<file path="config.mk">
export PLATFORM = sky130hd
export DESIGN_NAME = byte_pair_arbiter
export DESIGN_NICKNAME = d
export VERILOG_FILES = /design/src/rtl/byte_pair_arbiter.sv
export SDC_FILE = /design/constraint.sdc
export NUM_CORES = 1
export LEC_CHECK = 0
export ABC_AREA = 1
export BUFFER_PORTS_ARGS = -buffer_cell sky130_fd_sc_hd__buf_4
export CAP_MARGIN = 20
export CORE_AREA = 2 2 51 71
export DETAILED_ROUTE_END_ITERATION = 8
export DIE_AREA = 0 0 53 73
export PLACE_DENSITY = 0.76
export REMOVE_ABC_BUFFERS = 1
export SYNTH_ARGS = -nofsm -noshare
export SYNTH_HDL_FRONTEND = slang
export SYNTH_SLANG_ARGS = --single-unit
export TNS_END_PERCENT = 5
</file>
<file path="constraint.sdc">
create_clock -name clk -period 2.07 [get_ports clk]
set_input_delay 0.1035 -clock clk [delete_from_list [all_inputs] [get_ports clk]]
set_output_delay 0.1035 -clock clk [all_outputs]
set_load 0.05 [all_outputs]
</file>
<file path="src/rtl/byte_pair_arbiter.sv">
// byte_pair_arbiter: round-robin grant between two byte requesters, assembles
// {high, low} into a 16-bit word and presents it on a valid/ready handshake.
// A stall counter aborts a transaction whose granted requester stops sending.
// Optional build macro PARITY_CHECK_EN adds par0/par1 inputs (odd parity over
// {parN, dataN}) and a parity_err output that is held alongside word_valid.
module byte_pair_arbiter #(
  parameter int unsigned WAIT_LIMIT = 15,
  parameter int unsigned CNT_W      = 8
) (
  input  logic        clk,
  input  logic        rst,
  input  logic        req0,
  input  logic [7:0]  data0,
  output logic        ack0,
  input  logic        req1,
  input  logic [7:0]  data1,
  output logic        ack1,
  output logic        sel,
  output logic [15:0] word,
  output logic        word_valid,
  input  logic        word_ready,
  output logic        busy,
  output logic        abort
`ifdef PARITY_CHECK_EN
  ,
  input  logic        par0,
  input  logic        par1,
  output logic        parity_err
`endif
);

  typedef enum logic [1:0] {S_IDLE, S_LOW, S_HIGH, S_OUT} state_t;

  state_t             state_q, state_d;
  logic               sel_q, sel_d;
  logic [15:0]        word_q, word_d;
  logic               word_valid_q, word_valid_d;
  logic               abort_q, abort_d;
  logic               busy_q, busy_d;
  logic               last_grant_q, last_grant_d;
  logic [CNT_W-1:0]   cnt_q, cnt_d;
  logic [CNT_W-1:0]   cnt_inc;
  logic               timeout;
  logic               beat_phase;
  logic               accept;
  logic [7:0]         byte_in;

  // Byte handshake: only the granted requester is acked, and only in LOW/HIGH.
  assign beat_phase = (state_q == S_LOW) || (state_q == S_HIGH);
  assign ack0       = !rst && beat_phase && !sel_q && req0;
  assign ack1       = !rst && beat_phase &&  sel_q && req1;
  assign accept     = ack0 || ack1;
  assign byte_in    = sel_q ? data1 : data0;

  // Stall detection: the stall about to be counted reaches the limit.
  assign cnt_inc = cnt_q + CNT_W'(1);
  assign timeout = (WAIT_LIMIT != 0) && (cnt_inc == CNT_W'(WAIT_LIMIT));

  // Next-state and next-output computation.
  always_comb begin
    state_d      = state_q;
    sel_d        = sel_q;
    word_d       = word_q;
    word_valid_d = word_valid_q;
    abort_d      = 1'b0;
    last_grant_d = last_grant_q;
    cnt_d        = cnt_q;

    case (state_q)
      S_IDLE: begin
        if (req0 || req1) begin
          sel_d   = (req0 && req1) ? ~last_grant_q : req1;
          state_d = S_LOW;
          cnt_d   = '0;
        end
      end
      S_LOW, S_HIGH: begin
        if (accept) begin
          cnt_d = '0;
          if (state_q == S_LOW) begin
            word_d[7:0] = byte_in;
            state_d     = S_HIGH;
          end else begin
            word_d[15:8] = byte_in;
            word_valid_d = 1'b1;
            state_d      = S_OUT;
          end
        end else if (timeout) begin
          // Drop the transaction and hand priority to the other requester.
          state_d      = S_IDLE;
          abort_d      = 1'b1;
          last_grant_d = sel_q;
          cnt_d        = '0;
        end else begin
          cnt_d = cnt_inc;
        end
      end
      S_OUT: begin
        if (word_ready) begin
          word_valid_d = 1'b0;
          last_grant_d = sel_q;
          state_d      = S_IDLE;
        end
      end
      default: state_d = S_IDLE;
    endcase

    busy_d = (state_d != S_IDLE);
  end

  // State and output registers with synchronous reset.
  always_ff @(posedge clk) begin
    if (rst) begin
      state_q      <= S_IDLE;
      sel_q        <= 1'b0;
      word_q       <= 16'h0000;
      word_valid_q <= 1'b0;
      abort_q      <= 1'b0;
      busy_q       <= 1'b0;
      last_grant_q <= 1'b1;
      cnt_q        <= '0;
    end else begin
      state_q      <= state_d;
      sel_q        <= sel_d;
      word_q       <= word_d;
      word_valid_q <= word_valid_d;
      abort_q      <= abort_d;
      busy_q       <= busy_d;
      last_grant_q <= last_grant_d;
      cnt_q        <= cnt_d;
    end
  end

  assign sel        = sel_q;
  assign word       = word_q;
  assign word_valid = word_valid_q;
  assign busy       = busy_q;
  assign abort      = abort_q;

`ifdef PARITY_CHECK_EN
  logic low_perr_q, low_perr_d;
  logic parity_err_q, parity_err_d;
  logic par_in;
  logic beat_bad;

  assign par_in   = sel_q ? par1 : par0;
  assign beat_bad = ~(^{par_in, byte_in});

  // Remember a bad low beat; publish the combined result with the word.
  always_comb begin
    low_perr_d   = low_perr_q;
    parity_err_d = parity_err_q;
    if (accept && (state_q == S_LOW)) begin
      low_perr_d = beat_bad;
    end
    if (accept && (state_q == S_HIGH)) begin
      parity_err_d = low_perr_q | beat_bad;
    end
    if ((state_q == S_OUT) && word_ready) begin
      parity_err_d = 1'b0;
    end
  end

  // Parity flags with synchronous reset.
  always_ff @(posedge clk) begin
    if (rst) begin
      low_perr_q   <= 1'b0;
      parity_err_q <= 1'b0;
    end else begin
      low_perr_q   <= low_perr_d;
      parity_err_q <= parity_err_d;
    end
  end

  assign parity_err = parity_err_q;
`endif

endmodule

</file>
==> impl_metrics.yaml, run 1 <==
run_status:
  run_status: "finished clean"
timing:
  worst_clock_skew_ns: 0.00588
  timing.max_slew.rel_slack_pct: 74.9
  achievable-frequency_mhz: 524
  timing.final.crit_share_pct: 92.2
  hold_violations: 0
  timing.final.crit_period_ns: 1.91
  setup_violations: 0
  actual_transition_at_the_worst_max_transition_pin_ns: 0.376
  final.setup.tns_ns: 0
  rsz0062_at_grt: "true"
  report.final.slew_viol_count: 0
  hold_ws_ns: 0.124
route:
  via_per_inst: 5.14
  route.detailed.wl_per_inst_um: 12.4
  num_vias: 1567
  wirelength_mm: 3.77
  drtAntennaViolNets: 0
  drt_pass1_iterations: 4
  drtIter0Drc: 38
  route.detailed.drc: 0
setup_path:
  timing.critical_path.arrival_ns: 2.07
  critical_path.endpoint_type: "flop"
  rr_endpoint: "word_valid$_SDFFE_PP0P_"
  worst_setup_path_start_kind: "flop"
  critPathSlowestCell: "sky130_fd_sc_hd__ha_1"
  worst_r2r_startpoint: "state_q[1]$_SDFF_PP0_"
  path_class: "flop to flop"
  timing.critical_path.fanout_max: 5
  cp_cell_instances: "inv_1 > ha_1 > inv_2 > nor2_2 > inv_2 > a21oi_4 > inv_2 > nor2_2 > o21ai_0 > o21ai_0 > a21oi_1"
  reg2reg_slack_ns: 0.16
  timing.critical_path.required_ns: 2.23
  cp_common_cell: "sky130_fd_sc_hd__inv_2"
  worst_r2r_path_depth: 11
  slowest_stage_delay_on_critical_path_ns: 0.37
floorplanning:
  floorplan.initialDensity_pct: 49.0
  fp.dieH_um: 73
  fp.coreArea_um2: 3280
  core.rowCount: 25
  floorplan.die_area_um2: 3870
  count_of_boundary_i_o_pins: 43
  die_width_um: 53
cts:
  cts-htree-levels: 2
  numCtsBuffers: 5
  cts_buffer_depth: 2
  clock_tree.root_cell: "sky130_fd_sc_hd__clkbuf_8"
  cts_hold_buffers: 0
  source_to_sink_clock_delay_at_the_later_pin_of_the_worst_skew_pair_ns: 0.28
  cts_num_sinks: 31
  clock_tree_from_tritoncts: "done"
  path_clk_slew_ns: 0.06
cells_and_area:
  fillers: 304
  fin_nets: 292
  finished_cell_area_um2: 2080
  antenna_cells: 0
  area_growth_pct: 29.1
  layout-drive-gt1-share_pct: 31.7
  final_util_pct: 63.2
power:
  irDropWorstVdd_v: 0.000498
  report.power.total_uw: 1440
  p_leak_uw: 0.000875
  power_density_nw_per_um2: 694
yosys:
  synth_area_um2: 1610
  postSynth.asyncResetShare_pct: 0
  avgSynthCellArea_um2: 7.48
  synth_area_leader_cell: "sky130_fd_sc_hd__dfxtp_1"
  yosysMostFrequentCell: "sky130_fd_sc_hd__nand2_1"
  yosysWarningCount: 0
  synth_seq_area_share_pct: 38.6
  synth.lib_cells_used.distinct: 25
  synth-seq-cells: 31
  synthTopCellsByArea: "sky130_fd_sc_hd__dfxtp_1 (39%), sky130_fd_sc_hd__nand2_1 (11%), sky130_fd_sc_hd__a21oi_1 (8.7%)"
  post_synth_inst_count: 215
  most_instantiated_cells_after_synthesis: "sky130_fd_sc_hd__nand2_1 (47), sky130_fd_sc_hd__dfxtp_1 (31), sky130_fd_sc_hd__a21oi_1 (28)"
  synth_enable_flop_cells: 0
  postSynth.topFlopCell: "sky130_fd_sc_hd__dfxtp_1"
  synthDominantCellAreaShare_pct: 38.6
place:
  dp.final_hpwl_mm: 2.88
  gp_congestion: 0.784
  placement.io_buffers: 42
  detailed_place.area_um2: 1990
hold_path:
  hold_path_class: "input port to flop"
  hold_path_depth: 3
  worst_hold_startpoint: "req1"
  worstHoldEndpoint: "sel$_SDFFE_PP0P_"
global_routing:
  grt_start_max_net_pins: 22
  overflow: 0
  first_pass_grt_wire_length_mm: 6.14
  global_route.usage.total_pct: 21.5
  grt_antenna_before_repair: 0
  vias_in_the_first_global_route: 1489
run:
  cap_viol_max_count: 0
[cell usage in the layout, fill, tap and decap left out, types with 2 or more instances in the layout]
cell type | synthesis | final
sky130_fd_sc_hd__a21oi_1 | 28 | 28
sky130_fd_sc_hd__a21oi_4 | 2 | 2
sky130_fd_sc_hd__buf_4 | 3 | 48
sky130_fd_sc_hd__clkbuf_8 | 0 | 6
sky130_fd_sc_hd__dfxtp_1 | 31 | 31
sky130_fd_sc_hd__ha_1 | 6 | 6
sky130_fd_sc_hd__inv_1 | 17 | 17
sky130_fd_sc_hd__inv_2 | 5 | 5
sky130_fd_sc_hd__mux2_2 | 8 | 8
sky130_fd_sc_hd__nand2_1 | 47 | 47
sky130_fd_sc_hd__nand2_2 | 3 | 3
sky130_fd_sc_hd__nand3_1 | 13 | 13
sky130_fd_sc_hd__nand4_1 | 3 | 3
sky130_fd_sc_hd__nor2_1 | 18 | 18
sky130_fd_sc_hd__nor2_2 | 6 | 6
sky130_fd_sc_hd__nor3_1 | 2 | 2
sky130_fd_sc_hd__o21ai_0 | 13 | 13
[report_power, final]
part,switching [uW],total (uW),internal (uW)
sequential,15.7,638,622
combinational,203,329,126
clock,215,475,260
total,433,1440,1010
[worst max-delay path by stage]
stage	slack (ns)	cells past startpoint	startpoint	end
2_1_floorplan	-0.14	7	sel$_SDFFE_PP0P_	word_valid$_SDFFE_PP0P_
3_3_place_gp	0.23	12	state_q[1]$_SDFF_PP0_	busy$_SDFF_PP0_
3_5_place_dp	0.18	12	state_q[1]$_SDFF_PP0_	busy$_SDFF_PP0_
4_1_cts	0.14	12	state_q[1]$_SDFF_PP0_	busy$_SDFF_PP0_
5_1_grt	-0.002	12	state_q[1]$_SDFF_PP0_	word[14]$_SDFFE_PP0P_
6_report	0.16	11	state_q[1]$_SDFF_PP0_	word_valid$_SDFFE_PP0P_
[registers in the layout (all words and copies together), names as in the netlist]
register and count:
state_q 2, sel 1, word 16, last_grant_q 1, cnt_q 8, abort 1, busy 1, word_valid 1
[per-layer routing]
metal / track usage [%] / part of all wire (%)
met5: 0 / 0
met4: 8.83 / 2.0
met3: 6.35 / 5.3
met2: 40.8 / 56
met1: 20.7 / 37
[cells by family (layout without fill, tap and decap cells)]
kind of cell | after synthesis | count (layout) | synth area share (%)
mux | 8 | 8 | 5.60
buf+inv | 28 | 78 | 7.70
simple gates | 96 | 96 | 27.3
compound gates | 46 | 46 | 16.2
flops | 31 | 31 | 38.6
fa+ha+maj | 6 | 6 | 4.67
[critical path, delay by kind of cell (launching register included)]
family | cells | cell delay, ns
AOI/OAI and AO/OA | 4 | 0.55
adders and majority gates | 1 | 0.37
DFF | 1 | 0.36
buffers and inverters | 4 | 0.30
and+or+nand+nor | 2 | 0.23
[through the flow]
step	setup WS, ns	std cells
after floorplan	-0.143	209
after global placement	0.225	298
after detailed placement	0.178	298
after CTS	0.143	305
after global routing	-0.00226	305
final	0.162	305
[final cells by class]
cell class / instances / area, um^2 / area share [%]
clock buffer: 6 / 82.6 / 3.98
clock inverter: 1 / 5.00 / 0.241
inverter: 22 / 82.6 / 3.98
multi-input combinational: 156 / 865 / 41.6
sequential: 31 / 621 / 29.9
tap: 40 / 50.0 / 2.41
timing repair buffer: 49 / 372 / 17.9
[timing repair]
item                                    CTS  global route
setup buffers                             0             0
hold endpoints to repair                  0             0
endpoints found under the setup margin    0             5
gates resized for setup                   0             1
(Power assumes the default switching activity.)
==> run 2, diff against run 1 <==
--- a/config.mk
+++ b/config.mk
@@ -8,10 +8,10 @@
 export ABC_AREA = 1
 export BUFFER_PORTS_ARGS = -buffer_cell sky130_fd_sc_hd__buf_4
 export CAP_MARGIN = 20
-export CORE_AREA = 2 2 51 71
+export CORE_AREA = 2 2 49 69
 export DETAILED_ROUTE_END_ITERATION = 8
-export DIE_AREA = 0 0 53 73
-export PLACE_DENSITY = 0.76
+export DIE_AREA = 0 0 51 71
+export PLACE_DENSITY = 0.81
 export REMOVE_ABC_BUFFERS = 1
 export SYNTH_ARGS = -nofsm -noshare
 export SYNTH_HDL_FRONTEND = slang
==> constraint.sdc (replaced) <==
create_clock -name clk -period 2.2 [get_ports clk]
set_input_delay 0.11 -clock clk [delete_from_list [all_inputs] [get_ports clk]]
set_output_delay 0.11 -clock clk [all_outputs]
set_load 0.05 [all_outputs]
==> run 2 against run 1 <==
  * Sequential share of layout area up 0.054 points
  * Hold slack better by 0.0019 ns
  * Final area down 0.18%
  * Critical path depth down 1
  * Flip-flop and latch count unchanged
  * Global-route usage up 0.82 points
  * Die area down 6.4%
  * Maximum frequency down 4.4%
  * Routed wire length down 3.0%
  * Largest cell class unchanged
  * Critical path type unchanged
  * Final cell count up 0.33%
  * Core utilization up 5.1 points
==> impl_metrics.yaml, run 2 (same netlist as run 1, synthesis figures left out) <==
route:
  top_layer_in_use: "met4"
  drtAntennaViolNets: 0
  via_per_inst: 5.09
  drt_pass1_iterations: 4
  wirelength_mm: 3.66
  route.detailed.wl_per_inst_um: 11.9
  routed-wl-met2_mm: 1.99
  route.detailed.drc: 0
  wl_met3_um: 183
  wirelength_met1_mm: 1.40
  drtIter0Drc: 44
  num_vias: 1557
power:
  irDropWorstVdd_v: 0.000548
  power_density_nw_per_um2: 641
  p_leak_uw: 0.000875
hold_path:
  worst_hold_startpoint: "req1"
  hold_path_class: "input port to flop"
floorplanning:
  core.rowCount: 24
  fp.dieH_um: 71
  count_of_boundary_i_o_pins: 43
  floorplan.die_area_um2: 3620
  fp.coreArea_um2: 3030
  floorplan.initialDensity_pct: 53.1
  die_width_um: 51
timing:
  hold_ws_ns: 0.126
  timing.max_slew.rel_slack_pct: 71.8
  hold_violations: 0
  timing.final.crit_period_ns: 1.99
  achievable-frequency_mhz: 501
  final.setup.tns_ns: 0
  worst_clock_skew_ns: 0.00391
  actual_transition_at_the_worst_max_transition_pin_ns: 0.423
  setup_violations: 0
  rsz0062_at_grt: "false"
  report.final.slew_viol_count: 0
  final_critical_path_setup_slack_ns: 0.206
  timing.final.crit_share_pct: 90.7
global_routing:
  vias_in_the_first_global_route: 1449
  grt_start_max_net_pins: 22
  global_route.usage.total_pct: 22.3
  overflow: 0
  first_pass_grt_wire_length_mm: 6.18
  grt_antenna_before_repair: 0
setup_path:
  critPathSlowestCell: "sky130_fd_sc_hd__dfxtp_1"
  worst_r2r_startpoint: "state_q[0]$_SDFF_PP0_"
  critical-path-top-delay-family: "buffers and inverters"
  timing.critical_path.fanout_max: 8
  cp_cell_instances: "inv_1 > ha_1 > inv_2 > nor2_2 > inv_2 > a21oi_4 > buf_4 > nand2_2 > o21ai_0 > nor2_1"
  path_buf_inv: 4
  timing.critical_path.arrival_ns: 2.17
  path_class: "flop to flop"
  timing.critical_path.required_ns: 2.37
  critical_path.startpoint: "state_q[0]$_SDFF_PP0_"
  slowest_stage_delay_on_critical_path_ns: 0.40
  cp_common_cell: "sky130_fd_sc_hd__inv_2"
  worst_setup_path_start_kind: "flop"
  critical_path.endpoint_type: "flop"
cts:
  cts-htree-levels: 2
  numCtsBuffers: 5
  clock_tree_from_tritoncts: "done"
  cts_num_sinks: 31
  cts_buffer_depth: 2
  cts_hold_buffers: 0
  source_to_sink_clock_delay_at_the_later_pin_of_the_worst_skew_pair_ns: 0.28
  path_clk_slew_ns: 0.06
  clock_tree.root_cell: "sky130_fd_sc_hd__clkbuf_8"
run_status:
  run_status: "finished clean"
run:
  cap_viol_max_count: 0
place:
  place_worst_setup_slack_ns: 0.199
  placement.io_buffers: 42
  gp_congestion: 0.795
  dp.final_hpwl_mm: 2.72
cells_and_area:
  area_growth_pct: 28.8
  commonest_cells_after_routing_fill_and_taps_aside: "sky130_fd_sc_hd__buf_4 (50), sky130_fd_sc_hd__nand2_1 (47), sky130_fd_sc_hd__dfxtp_1 (31)"
  antenna_cells: 0
  fillers: 268
  fin_nets: 293
  final_common_cell: "sky130_fd_sc_hd__buf_4"
  largest_register_ffs: 16
  layout-drive-gt1-share_pct: 31.5
==> run 2: changes by cell type in the layout (fill, tap and decap cells not counted) <==
cell / delta
sky130_fd_sc_hd__clkbuf_8: -1
sky130_fd_sc_hd__buf_4: +2
sky130_fd_sc_hd__buf_6: -1
sky130_fd_sc_hd__clkbuf_1: +2
==> run 2: power breakdown <==
| part | leakage [uW] | switching, uW | internal (uW) |
|---|---|---|---|
| Clock | 0.0000422 | 200 | 221 |
| Sequential | 0.000252 | 16.8 | 585 |
| Combinational | 0.000581 | 188 | 118 |
| Total | 0.000875 | 405 | 925 |
==> run 2: path summary, 6_finish.rpt <==
path                                           endpoint  slack, ns  cells after the start
worst min register to register  word_valid$_SDFFE_PP0P_       0.46                      2
worst min-delay path                   sel$_SDFFE_PP0P_       0.13                      3
worst max register to register     word[2]$_SDFFE_PP0P_       0.21                     10
worst max-delay path               word[2]$_SDFFE_PP0P_       0.21                     10
==> run 2: repair_timing <==
item                                    in CTS  in global routing
endpoints found under the setup margin       0                 12
gates resized for setup                      0                  0
buffers inserted                             0                  2
==> run 2: metal layers <==
layer | vias to the layer above | global-route usage, %
met3 | 8 | 5.91
li1 | 807 | -
met4 | 0 | 10.8
met5 | - | 0
met2 | 36 | 42.0
met1 | 706 | 21.7
==> run 2: cell type report <==
type / instances / area, um^2 / area share, %
multi-input cells: 156 / 865 / 41.7
flip-flops and latches: 31 / 621 / 29.9
repair buffers: 50 / 375 / 18.1
inverters: 22 / 82.6 / 3.98
clock buffers: 7 / 76.3 / 3.68
well taps: 39 / 48.8 / 2.35
clock inverters: 1 / 5.00 / 0.241
==> run 2: through the flow <==
step	instances	power (uW)	util, %	instance area [um^2]
after floorplan	209	805	-	1570
after global routing	306	1390	68.4	2070
final	306	1330	68.4	2070
after global placement	296	911	65.2	1980
after detailed placement	296	914	65.2	1980
after CTS	304	1340	67.9	2060
==> run 2: worst min-delay path: cells and delay by family <==
kind	cells	cell delay, ns
compound gates	1	0.06
buf+inv	1	0.12
simple gates	1	0.07
==> run 3, diff against run 2 <==
==> constraint.sdc (replaced) <==
create_clock -name clk -period 2.5 [get_ports clk]
set_input_delay 0.125 -clock clk [delete_from_list [all_inputs] [get_ports clk]]
set_output_delay 0.125 -clock clk [all_outputs]
set_load 0.05 [all_outputs]
==> run 3 against run 2 <==
  * Clock skew increased by 0.0019 ns
  * Maximum frequency decreased by 4.2%
  * Sequential share of layout area about the same
  * Sequential power decreased by 12%
  * Flip-flop and latch count unchanged
  * Final area about the same
  * Hold slack improved by 0.014 ns
  * Count of clock-buffer cells in the layout decreased by 1
  * Global-route usage increased by 0.067 points
  * Highest routed layer unchanged
==> impl_metrics.yaml, run 3 (same netlist as run 1, synthesis figures left out) <==
timing:
  report.final.slew_viol_count: 0
  worst_clock_skew_ns: 0.00580
  hold_violations: 0
  actual_transition_at_the_worst_max_transition_pin_ns: 0.511
  timing.max_slew.rel_slack_pct: 65.8
  setup_violations: 0
  final_critical_path_setup_slack_ns: 0.418
  timing.final.crit_share_pct: 83.3
  hold_ws_ns: 0.140
  rsz0062_at_grt: "false"
  timing.final.crit_period_ns: 2.08
  final.setup.tns_ns: 0
  achievable-frequency_mhz: 480
global_routing:
  global_route.usage.total_pct: 22.4
  overflow: 0
  vias_in_the_first_global_route: 1491
  grtUsageMet3_pct: 6.12
  grt_start_max_net_pins: 22
  first_pass_grt_wire_length_mm: 6.13
  grt.met1_usage_pct: 21.2
  global_route_hottest_layer: "met2"
  globalRouteMet2Util_pct: 42.1
  grt_antenna_before_repair: 0
cts:
  clock_tree.root_cell: "sky130_fd_sc_hd__clkbuf_8"
  numCtsBuffers: 5
  cts_num_sinks: 31
  cts_buffer_depth: 2
  cts.repair_timing.setup_buffer_count: 0
  cts-htree-levels: 2
  source_to_sink_clock_delay_at_the_later_pin_of_the_worst_skew_pair_ns: 0.28
  clock_tree_from_tritoncts: "done"
  path_clk_slew_ns: 0.07
  postCtsResizedCells: 0
  cts_hold_buffers: 0
setup_path:
  worst_setup_path_start_kind: "flop"
  timing.critical_path.arrival_ns: 2.25
  critical_path.endpoint_type: "flop"
  path_class: "flop to flop"
  timing.critical_path.fanout_max: 11
  timing.critical_path.required_ns: 2.67
power:
  net_switching_power_uw: 358
  combinational_group_share_of_total_power_pct: 19.8
  power.sequential.fraction_pct: 41.0
  power_density_nw_per_um2: 621
  clock_power_share_pct: 39.1
  internal_power_uw: 930
  irDropWorstVdd_v: 0.000659
  power.switching_fraction_pct: 27.8
  p_leak_uw: 0.000868
route:
  drt_pass1_iterations: 4
  drtAntennaViolNets: 0
  route.detailed.wl_per_inst_um: 12.0
  drtIter0Drc: 34
  route.detailed.drc: 0
  wirelength_mm: 3.62
  via_per_inst: 5.19
  num_vias: 1561
cells_and_area:
  fin_nets: 288
  final_cell_count_no_fill: 301
  commonest_cells_after_routing_fill_and_taps_aside: "sky130_fd_sc_hd__nand2_1 (47), sky130_fd_sc_hd__buf_4 (45), sky130_fd_sc_hd__dfxtp_1 (31)"
  largest_register_ffs: 16
  antenna_cells: 0
  final_common_cell: "sky130_fd_sc_hd__nand2_1"
  layout-drive-gt1-share_pct: 30.9
  area_growth_pct: 28.8
floorplanning:
  fp.dieH_um: 71
  core.rowCount: 24
  floorplan.die_area_um2: 3620
  fp.coreArea_um2: 3030
  die_width_um: 51
  count_of_boundary_i_o_pins: 43
  floorplan.initialDensity_pct: 53.1
place:
  dp.final_hpwl_mm: 2.74
  place.detailed.instances: 293
  gp_congestion: 0.777
  placement.io_buffers: 42
  place_worst_setup_slack_ns: 0.414
hold_path:
  hold_path_class: "input port to flop"
run_status:
  run_status: "finished clean"
run:
  cap_viol_max_count: 0
run 3: changes by cell type in the layout (fill, tap and decap cells not counted), sizes merged:
cell	change
buf	-5
bufinv	+1
clkbuf	-1
run 3: layer usage:
layer / share of wire (%) / vias to the layer above / wire, um
li1: - / 796 / -
met1: 37 / 713 / 1360
met2: 54 / 46 / 1970
met3: 5.9 / 6 / 212
met4: 2.4 / 0 / 87
met5: 0 / - / 0
run 3: path summary, 6_finish.rpt:
check	cells after the start	end	startpoint	slack, ns
min reg2reg	2	word_valid$_SDFFE_PP0P_	word_valid$_SDFFE_PP0P_	0.47
max reg2reg	12	word_valid$_SDFFE_PP0P_	state_q[0]$_SDFF_PP0_	0.42
min	3	sel$_SDFFE_PP0P_	req1	0.14
max	12	word_valid$_SDFFE_PP0P_	state_q[0]$_SDFF_PP0_	0.42
run 3: stage by stage:
step	total power, uW	utilization, %	cell area [um^2]
detailed placement	794	64.4	1950
finish	1290	68.3	2070
floorplan	709	-	1570
global route	1340	68.3	2070
CTS	1290	68.3	2070
global placement	790	64.4	1950
run 3: cell type report:
cell class / instances / area, um^2
Multi-Input combinational cell: 156 / 865
Tap cell: 39 / 48.8
Timing Repair Buffer: 45 / 338
Fill cell: 264 / 961
Inverter: 22 / 82.6
Sequential cell: 31 / 621
Clock buffer: 6 / 82.6
Clock inverter: 2 / 35.0
run 3: power by group through the flow:
| stage | clock [uW] | sequential [uW] | combinational [uW] |
|---|---|---|---|
| 2_1_floorplan | 0 | 591 | 118 |
| 3_3_place_gp | 0 | 539 | 251 |
| 3_5_place_dp | 0 | 539 | 255 |
| 4_1_cts | 509 | 528 | 257 |
| 5_1_grt | 533 | 530 | 278 |
| 6_report | 503 | 528 | 256 |
run 3: worst max-delay path, cell delays in order (launching register included):
cell and delay, ns:
sky130_fd_sc_hd__dfxtp_1 0.39, sky130_fd_sc_hd__inv_1 0.10, sky130_fd_sc_hd__ha_1 0.37, sky130_fd_sc_hd__inv_2 0.08, sky130_fd_sc_hd__nor2_2 0.09, sky130_fd_sc_hd__inv_2 0.06
sky130_fd_sc_hd__a21oi_4 0.24, sky130_fd_sc_hd__inv_2 0.06, sky130_fd_sc_hd__nor2_2 0.08, sky130_fd_sc_hd__buf_4 0.18, sky130_fd_sc_hd__o21ai_0 0.10, sky130_fd_sc_hd__o21ai_0 0.15
sky130_fd_sc_hd__a21oi_1 0.05
